**src/rtl/subleq_pkg.sv**
```systemverilog
// subleq_pkg: shared constants, typedefs and FSM state encoding for the
// SUBLEQ core. The HALT state exists only when SUBLEQ_HALT_EN is defined.
package subleq_pkg;

  localparam int ADDR_W_DEF = 10;
  localparam int DATA_W_DEF = 32;

  typedef logic [ADDR_W_DEF-1:0] addr_t;
  typedef logic [DATA_W_DEF-1:0] word_t;

  typedef enum logic [2:0] {
    FETCH_A = 3'd0,
    FETCH_B = 3'd1,
    FETCH_C = 3'd2,
    READ_A  = 3'd3,
    EXEC    = 3'd4
`ifdef SUBLEQ_HALT_EN
    ,
    HALT    = 3'd5
`endif
  } state_t;

endpackage

```
**src/rtl/subleq_alu.sv**
```systemverilog
// subleq_alu: combinational subtract plus "less than or equal to zero" flag
// on the two's-complement result (wrapping subtraction).
module subleq_alu
  import subleq_pkg::*;
#(
  parameter int DATA_W = DATA_W_DEF
) (
  input  logic [DATA_W-1:0] i_minuend,
  input  logic [DATA_W-1:0] i_subtrahend,
  output logic [DATA_W-1:0] o_difference,
  output logic              o_leq
);

  // Wrapping difference; leq is sign bit or an all-zero result.
  always_comb begin
    o_difference = i_minuend - i_subtrahend;
    o_leq        = o_difference[DATA_W-1] | (o_difference == {DATA_W{1'b0}});
  end

endmodule

```
**src/rtl/subleq.sv**
```systemverilog
// subleq: single-instruction (SUBLEQ) core driving an external word-addressed
// memory with a combinational read port and a synchronous write port.
// Five cycles per instruction: FETCH_A, FETCH_B, FETCH_C, READ_A, EXEC.
// Optional macro SUBLEQ_HALT_EN: a taken branch to a negative target (opC
// sign bit set) parks the core in HALT after the EXEC write completes.
module subleq
  import subleq_pkg::*;
#(
  parameter int ADDR_W = ADDR_W_DEF,
  parameter int DATA_W = DATA_W_DEF
) (
  input  logic              clk,
  input  logic              reset,
  output logic [ADDR_W-1:0] addr,
  output logic              writeEnable,
  output logic [DATA_W-1:0] writeData,
  input  logic [DATA_W-1:0] readData
);

  state_t            r_state;
  state_t            w_state_nxt;
  logic [ADDR_W-1:0] r_pc;
  logic [ADDR_W-1:0] r_op_a;
  logic [ADDR_W-1:0] r_op_b;
  logic [DATA_W-1:0] r_op_c;
  logic [DATA_W-1:0] r_val_a;
  logic [DATA_W-1:0] w_diff;
  logic              w_leq;
  logic              w_halt;
  logic [ADDR_W-1:0] w_pc_nxt;

  // The subtraction always sees the live mem[B] word, so A==B gives zero.
  subleq_alu #(
    .DATA_W(DATA_W)
  ) u_alu (
    .i_minuend   (readData),
    .i_subtrahend(r_val_a),
    .o_difference(w_diff),
    .o_leq       (w_leq)
  );

`ifdef SUBLEQ_HALT_EN
  // Halt when the branch is taken toward a negative target.
  always_comb begin
    w_halt = w_leq & r_op_c[DATA_W-1];
  end
`else
  // Without the halt feature, upper target bits are simply truncated away.
  logic w_unused_op_c;
  always_comb begin
    w_halt        = 1'b0;
    w_unused_op_c = ^r_op_c[DATA_W-1:ADDR_W];
  end
`endif

  // Branch target or fall-through; both wrap modulo the address space.
  always_comb begin
    if (w_leq) begin
      w_pc_nxt = r_op_c[ADDR_W-1:0];
    end else begin
      w_pc_nxt = r_pc + ADDR_W'(3);
    end
  end

  // State register.
  always_ff @(posedge clk or negedge reset) begin
    if (!reset) begin
      r_state <= FETCH_A;
    end else begin
      r_state <= w_state_nxt;
    end
  end

  // Next-state sequencing through the fixed five-step instruction.
  always_comb begin
    w_state_nxt = FETCH_A;
    case (r_state)
      FETCH_A: w_state_nxt = FETCH_B;
      FETCH_B: w_state_nxt = FETCH_C;
      FETCH_C: w_state_nxt = READ_A;
      READ_A:  w_state_nxt = EXEC;
`ifdef SUBLEQ_HALT_EN
      EXEC:    w_state_nxt = w_halt ? HALT : FETCH_A;
      HALT:    w_state_nxt = HALT;
`else
      EXEC:    w_state_nxt = FETCH_A;
`endif
      default: w_state_nxt = FETCH_A;
    endcase
  end

  // Memory address mux and write strobe; write data is zero unless writing.
  always_comb begin
    addr        = r_pc;
    writeEnable = 1'b0;
    writeData   = {DATA_W{1'b0}};
    case (r_state)
      FETCH_A: addr = r_pc;
      FETCH_B: addr = r_pc + ADDR_W'(1);
      FETCH_C: addr = r_pc + ADDR_W'(2);
      READ_A:  addr = r_op_a;
      EXEC: begin
        addr        = r_op_b;
        writeEnable = 1'b1;
        writeData   = w_diff;
      end
      default: addr = r_pc;
    endcase
  end

  // Operand capture and program-counter update.
  always_ff @(posedge clk or negedge reset) begin
    if (!reset) begin
      r_pc    <= {ADDR_W{1'b0}};
      r_op_a  <= {ADDR_W{1'b0}};
      r_op_b  <= {ADDR_W{1'b0}};
      r_op_c  <= {DATA_W{1'b0}};
      r_val_a <= {DATA_W{1'b0}};
    end else begin
      case (r_state)
        FETCH_A: r_op_a  <= readData[ADDR_W-1:0];
        FETCH_B: r_op_b  <= readData[ADDR_W-1:0];
        FETCH_C: r_op_c  <= readData;
        READ_A:  r_val_a <= readData;
        EXEC: begin
          if (!w_halt) begin
            r_pc <= w_pc_nxt;
          end else begin
            r_pc <= r_pc;
          end
        end
        default: r_pc <= r_pc;
      endcase
    end
  end

endmodule

```
**config.mk**
```make
export PLATFORM = sky130hd
export DESIGN_NAME = subleq
export DESIGN_NICKNAME = d
export VERILOG_FILES = /design/src/rtl/subleq_pkg.sv /design/src/rtl/subleq_alu.sv /design/src/rtl/subleq.sv
export SDC_FILE = /design/constraint.sdc
export NUM_CORES = 1
export LEC_CHECK = 0
export ABC_AREA = 1
export BUFFER_PORTS_ARGS = -buffer_cell sky130_fd_sc_hd__buf_2
export CORE_MARGIN = 3
export CORE_UTILIZATION = 50
export DETAILED_ROUTE_END_ITERATION = 8
export PLACE_DENSITY = 0.7
export RECOVER_POWER = 25
export SLEW_MARGIN = 0
export SYNTH_ARGS = -nofsm -noshare
export SYNTH_HDL_FRONTEND = slang
export SYNTH_SLANG_ARGS = --single-unit
```
**constraint.sdc**
```tcl
create_clock -name clk -period 3.1 [get_ports clk]
set_clock_uncertainty 0.05 [all_clocks]
set_input_delay 0.465 -clock clk [delete_from_list [all_inputs] [get_ports clk]]
set_output_delay 0.465 -clock clk [all_outputs]
set_load 0.1 [all_outputs]
```
==> out/summary.txt, run 1 <==
Clock buffer count from CTS -> 9
CP bufs+invs -> 2
GP Congestion -> 0.9877
Post-Synth Simple-Gate Area -> 35.91%
Fmax -> 0.3313 GHz
Crit path max fanout -> 5
Design area -> 8167 sq um
Post-synthesis mux area share -> 0%
Area growth syn-to-layout -> 30.85%
Power Density -> 548.6 nW/um^2
FP Rows -> 40
Run status -> complete, but fails checks
Slew @ Worst Pin -> 1896 ps
Initial core utilization -> 51.53%
CP most frequent cell -> nand2_1
Initial antenna violation count -> 0
CTS tree -> yes
Placed Cells -> 1261
Global-route wire length before repair -> 29780 microns
Peak VDD IR -> 0.4726 mV
Synth Area in Compound Gates -> 10.59%
Main synth FF type -> dfrtp_1
Number of synthesized flops with an enable pin -> 0
Pre-CTS setup slack -> 54.08 ps
Net count after synthesis -> 1084
Nets@finish -> 1180
Hold Vio Cnt, Final -> 0
Synth Instances -> 1013
Die area -> 13860 sq um
Die width -> 117.7 microns
Initial DRC Count -> 551
DR vias/cell -> 5.138
Failing checks -> max-capacitance violations, max-slew violations
Drt pass-1 iters -> 6
GRT Util Overall -> 26.51%
Dpl cell area -> 7581 sq um
Slew Viols, Final -> 76
Register area share after synthesis -> 30.07%
Die Span Y -> 117.7 microns
Tightest Hold Check Type -> input pin to flip-flop
Worst-Skew Late Latency -> 350 ps
GRT overflow -> 0
H-tree depth -> 3
Final setup viols -> 0
Fin crit share -> 97.36%
MaxCap Viol Count -> 1
Clock root buffer -> clkbuf_16
Vias in the first global route -> 6094
Slowest CP cell -> dfrtp_1
Cts hold-fix bufs -> 0
Adder-Cell Fraction of Synth Area -> 7.538%
Post-synth cell types -> 32
Layout cell share with drive strength beyond 1 -> 20.11%
Dpl hpwl -> 14360 microns
Crit-path cells -> inv_1, ha_2, a21oi_2, nor2_1, nor2_1, nand2_1, a21oi_2, nand2_1, nand4_1, nand2_1, xnor2_2, nor2_4, buf_12
Slew HR -> -26.43%
Non-Filler Instances -> 1282
Sequential cell area -> 1877 sq um
Io pins -> 77
Largest net degree at the start of global routing -> 76
Placeable Area -> 12110 sq um
Mapped Area -> 6241 sq um
Clk buf depth -> 2
Crit Path Category -> flip-flop to primary output
Avg WL per Cell -> 14.43 microns
Multi-input combinational cell area -> 3974 sq um
Area share of xor/xnor cells in the synthesized design -> 3.067%
Startpoint Class -> flip-flop
Cell family with most CP delay -> simple AND/OR/NAND/NOR gates
Filler Cell Count -> 1053
Syn avg cell area -> 6.161 sq um
Critical Path RT -> 2580 ps
Largest family of logic cells by synthesized area -> simple AND/OR/NAND/NOR gates
DR vias -> 6587
Setup ws final -> 81.93 ps
ANT cells -> 0
CTS clk-pin slew, worst paths -> 60 ps
DRT Wirelength -> 18500 microns
PortBufs -> 76
Antenna-violating nets left -> 0
Number of remaining DRC errors -> 0
Critical Path End Type -> primary output
Critical Path Max Stage Delay -> 370 ps
CTS Sinks -> 75
Arrival @ worst endpoint -> 2500 ps
P_leak -> 4.400 nW
Post-layout util -> 67.43%
Final min period -> 3018 ps
Ys Warns -> 0
Synthesis-stage register bit count -> 75
Ys async rst share -> 100.0%
==> synth_stat cells, drive strengths merged, types with 2 or more instances <==
cell type	count	share of area (%)
a221oi	4	0.56
nor3	4	0.32
nand3	54	4.8
nor2	92	5.7
buf	4	0.50
xnor2	10	1.5
nand4	13	1.3
o21ai	73	5.9
nand3b	4	0.48
clkbuf	17	1.0
a32oi	2	0.28
dfrtp	75	30
inv	188	11
o2111ai	3	0.42
xor2	11	1.5
o211ai	2	0.24
nand2	380	23
a21oi	34	2.7
ha	36	7.2
o21bai	2	0.24
==> layer usage <==
layer | vias up | routed length (microns) | track usage (%)
li1 | 3328 | - | -
met1 | 3002 | 8256 | 35.35
met2 | 224 | 8740 | 43.73
met3 | 33 | 1046 | 3.844
met4 | 0 | 461 | 10.04
met5 | - | 0 | 0
==> registers in the layout (all words and copies together) (netlist names) <==
| register | cells |
|---|---|
| r_op_a | 10 |
| r_state | 3 |
| r_op_b | 10 |
| r_op_c | 10 |
| r_pc | 10 |
| r_val_a | 32 |
==> per-stage QoR <==
stage / hold slack (ps) / setup TNS, ps / power (mW)
global placement: 415.5 / 0 / 3.354
finish: 288.3 / 0 / 4.480
CTS: 263.4 / 0 / 4.409
floorplan: 119.4 / -18.63 / 2.680
global route: 306.2 / -1.793 / 4.697
detailed placement: 424.5 / 0 / 3.361
==> what timing repair did <==
| item | 4_1_cts | 5_1_grt |
|---|---|---|
| pin swaps | 1 | 13 |
| setup endpoints to repair | 2 | 16 |
| buffers inserted | 1 | 4 |
| gates resized for setup | 0 | 58 |
==> power breakdown <==
part	internal (mW)	switching (mW)	leakage, nW
clock	0.570	0.473	0.128
combinational	0.738	1.49	3.40
sequential	1.08	0.132	0.872
==> final timing paths <==
path / startpoint / endpoint / slack (ps) / cells past startpoint
min reg2reg: r_op_b[7] / r_op_b[7] / 440 / 2
min in group asynchronous: reset / r_op_a[5] / 570 / 1
min: readData[15] / r_val_a[15] / 290 / 3
max: r_val_a[24] / writeData[31] / 80 / 13
max reg2reg: r_val_a[7] / r_pc[5] / 360 / 17
max in group asynchronous: reset / r_val_a[24] / 1290 / 1
==> layout make-up <==
| class | count | area share, % |
|---|---|---|
| well taps | 168 | 2.574 |
| clock buffers | 10 | 2.926 |
| multi-input cells | 729 | 48.66 |
| clock inverters | 6 | 0.5822 |
| repair buffers | 106 | 13.64 |
| flip-flops and latches | 75 | 22.98 |
| inverters | 188 | 8.641 |
==> cells by family (layout without fill, tap and decap cells) <==
family	Yosys count	count (layout)
AND/OR/NAND/NOR	549	549
buffers and inverters	209	310
AO/OA/AOI/OAI	122	122
flip-flops	75	75
adder cells (fa/ha/maj)	37	37
XOR/XNOR	21	21
==> cells in the final DEF, fill, tap and decap left out, types with 6 or more instances in the layout <==
cell	instances
o21ai_0	71
nor2_4	6
nor2_1	68
xnor2_1	9
a21oi_2	14
buf_12	34
ha_4	12
nand2_2	21
nand3_2	8
clkbuf_16	9
a21oi_1	16
nand4_1	13
buf_4	29
dfrtp_1	75
nor2_2	18
ha_2	7
buf_2	42
inv_2	7
nand3_1	46
ha_1	17
inv_1	181
xor2_1	11
nand2_1	359
==> tightest hold or removal path, delay by kind of cell <==
| kind | cells | cell delay (ps) |
|---|---|---|
| AOI/OAI and AO/OA | 1 | 60 |
| buffers and inverters | 1 | 90 |
| and+or+nand+nor | 1 | 40 |
Power figures use the tool's default switching activity.
==> run 2, diff against run 1 <==
CORE_UTILIZATION = 30   (was 50)
CTS_CLUSTER_DIAMETER = 60   (was not set)
PLACE_DENSITY = not set   (was 0.7)
==> run 2 against run 1 <==
  * The run still ends with max-capacitance violations, max-slew violations left
  * Sequential share of layout area is 0.95 points lower
  * Cell count increased by 8.6%
  * Hold slack got worse by 3.1 ps
  * Largest power group unchanged
==> out/summary.txt, run 2 (synthesized netlist as in run 1, its figures left out) <==
CTS tree -> yes
Clk buf depth -> 2
Initial antenna violation count -> 0
Number of remaining DRC errors -> 0
CTS clk-pin slew, worst paths -> 70 ps
P_leak -> 4.521 nW
PortBufs -> 76
Fin Hold WS -> 285.2 ps
Startpoint Class -> flip-flop
Dpl cell area -> 7771 sq um
Die Span Y -> 150.2 microns
Critical Path End Type -> primary output
Sequential power share -> 25.9%
Slew HR -> -28.21%
Slew @ Worst Pin -> 1923 ps
RSZ-0062 raised after global routing -> true
DR vias -> 6496
Internal power -> 2.524 mW
Initial DRC Count -> 476
Crit Path Category -> flip-flop to primary output
GP Congestion -> 0.8957
Net Switching -> 2.165 mW
Clock root buffer -> clkbuf_16
Highest routed layer -> met4
FP Rows -> 52
Crit path max fanout -> 4
Clock Power Share -> 24.5%
Initial core utilization -> 30.65%
Clock buffer count from CTS -> 9
Slew Viols, Final -> 76
H-tree depth -> 3
Antenna-violating nets left -> 0
Power share of the combinational group -> 49.6%
Met3 wire length -> 675 microns
Dpl hpwl -> 15790 microns
Area growth syn-to-layout -> 36.69%
M1 wire length -> 8918 microns
Commonest non-fill, non-tap cell in the layout -> nand2_1
Die width -> 150.2 microns
Pre-CTS setup slack -> 25.36 ps
Metal2 WL -> 9930 microns
Fmax -> 0.3295 GHz
Filler Cell Count -> 2151
Placeable Area -> 20360 sq um
Peak VDD IR -> 0.3002 mV
Global-route wire length before repair -> 32250 microns
Setup TNS -> 0 ps
Io pins -> 77
DRT Wirelength -> 20120 microns
Die area -> 22570 sq um
ANT cells -> 0
Design area -> 8531 sq um
Largest Register -> r_val_a
GRT overflow -> 0
Nets@finish -> 1188
Post-layout util -> 41.89%
Drt pass-1 iters -> 5
DR vias/cell -> 4.667
GRT Util Overall -> 18.23%
MaxCap Viol Count -> 1
Max reg flops -> 32
Run status -> complete, but fails checks
Failing checks -> max-capacitance violations, max-slew violations
Avg WL per Cell -> 14.45 microns
Worst-Skew Late Latency -> 360 ps
Vias in the first global route -> 6357
Sw Ratio -> 46.17%
Largest net degree at the start of global routing -> 76
Layout cell share with drive strength beyond 1 -> 23.44%
Power Density -> 549.6 nW/um^2
CTS Sinks -> 75
Arrival @ worst endpoint -> 2520 ps
Commonest non-fill, non-tap cells in the layout -> 338 x nand2_1, 182 x inv_1, 73 x dfrtp_1
Final min period -> 3035 ps
Critical Path RT -> 2580 ps
Tightest Hold Check Type -> input pin to flip-flop
Fin crit share -> 97.89%
Hold Vio Cnt, Final -> 0
Cts hold-fix bufs -> 0
Setup ws final -> 65.38 ps
Final setup viols -> 0
[run 2: changes by cell type in the layout (fill, tap and decap cells not counted), sizes merged]
cell,change
buf,+7
bufinv,+1
clkinv,+3
clkinvlp,-4
inv,+1
[run 2: stage by stage]
step	instances	power (mW)
after floorplan	1013	2.680
after global placement	1365	3.420
after detailed placement	1365	3.423
after CTS	1386	4.613
after global routing	1392	4.955
final	1392	4.688
[run 2: area by class of cell]
type / instances / area, sq um / area share [%]
well taps: 270 / 337.8 / 3.960
inverters: 188 / 705.7 / 8.272
flip-flops and latches: 75 / 1879 / 22.03
multi-input cells: 729 / 4060 / 47.59
clock buffers: 9 / 225.2 / 2.640
clock inverters: 7 / 95.09 / 1.115
repair buffers: 114 / 1227 / 14.39
[run 2: path summary, 6_finish.rpt]
| kind | slack (ps) | from | cells past startpoint | endpoint |
|---|---|---|---|---|
| min | 290 | readData[14] | 3 | r_val_a[14] |
| max | 70 | r_val_a[0] | 13 | writeData[16] |
| min reg2reg | 440 | r_op_b[7] | 2 | r_op_b[7] |
| max in group asynchronous | 1130 | reset | 1 | r_pc[2] |
| max reg2reg | 330 | r_val_a[0] | 17 | r_pc[2] |
| min in group asynchronous | 580 | reset | 1 | r_op_a[3] |
[run 2: timing repair]
| item | 4_1_cts | 5_1_grt |
|---|---|---|
| pin swaps | 2 | 21 |
| setup buffers | 5 | 6 |
| endpoints found under the setup margin | 4 | 31 |
| gates resized for setup | 3 | 96 |
[run 2: power groups by stage]
stage | sequential (mW) | combinational [mW] | clock, mW
5_1_grt | 1.23 | 2.51 | 1.22
4_1_cts | 1.20 | 2.23 | 1.18
6_report | 1.21 | 2.33 | 1.15
3_3_place_gp | 1.22 | 2.20 | 0
2_1_floorplan | 1.18 | 1.50 | 0
3_5_place_dp | 1.22 | 2.20 | 0
[run 2: worst max-delay path: stages, from the launching register on]
cell,delay [ps]
dfrtp_1,390
ha_2,200
fa_2,390
inv_2,90
nand3_4,80
nand2_4,120
nand2_4,60
nand2_4,90
buf_4,110
nand3_2,50
nand2_1,90
nand2_2,80
a21oi_4,210
buf_12,200
[run 2: layer usage]
metal / global-route usage [%] / up-vias
li1: - / 3336
met1: 23.00 / 3007
met2: 31.31 / 116
met3: 3.070 / 37
met4: 6.725 / 0
met5: 0 / -
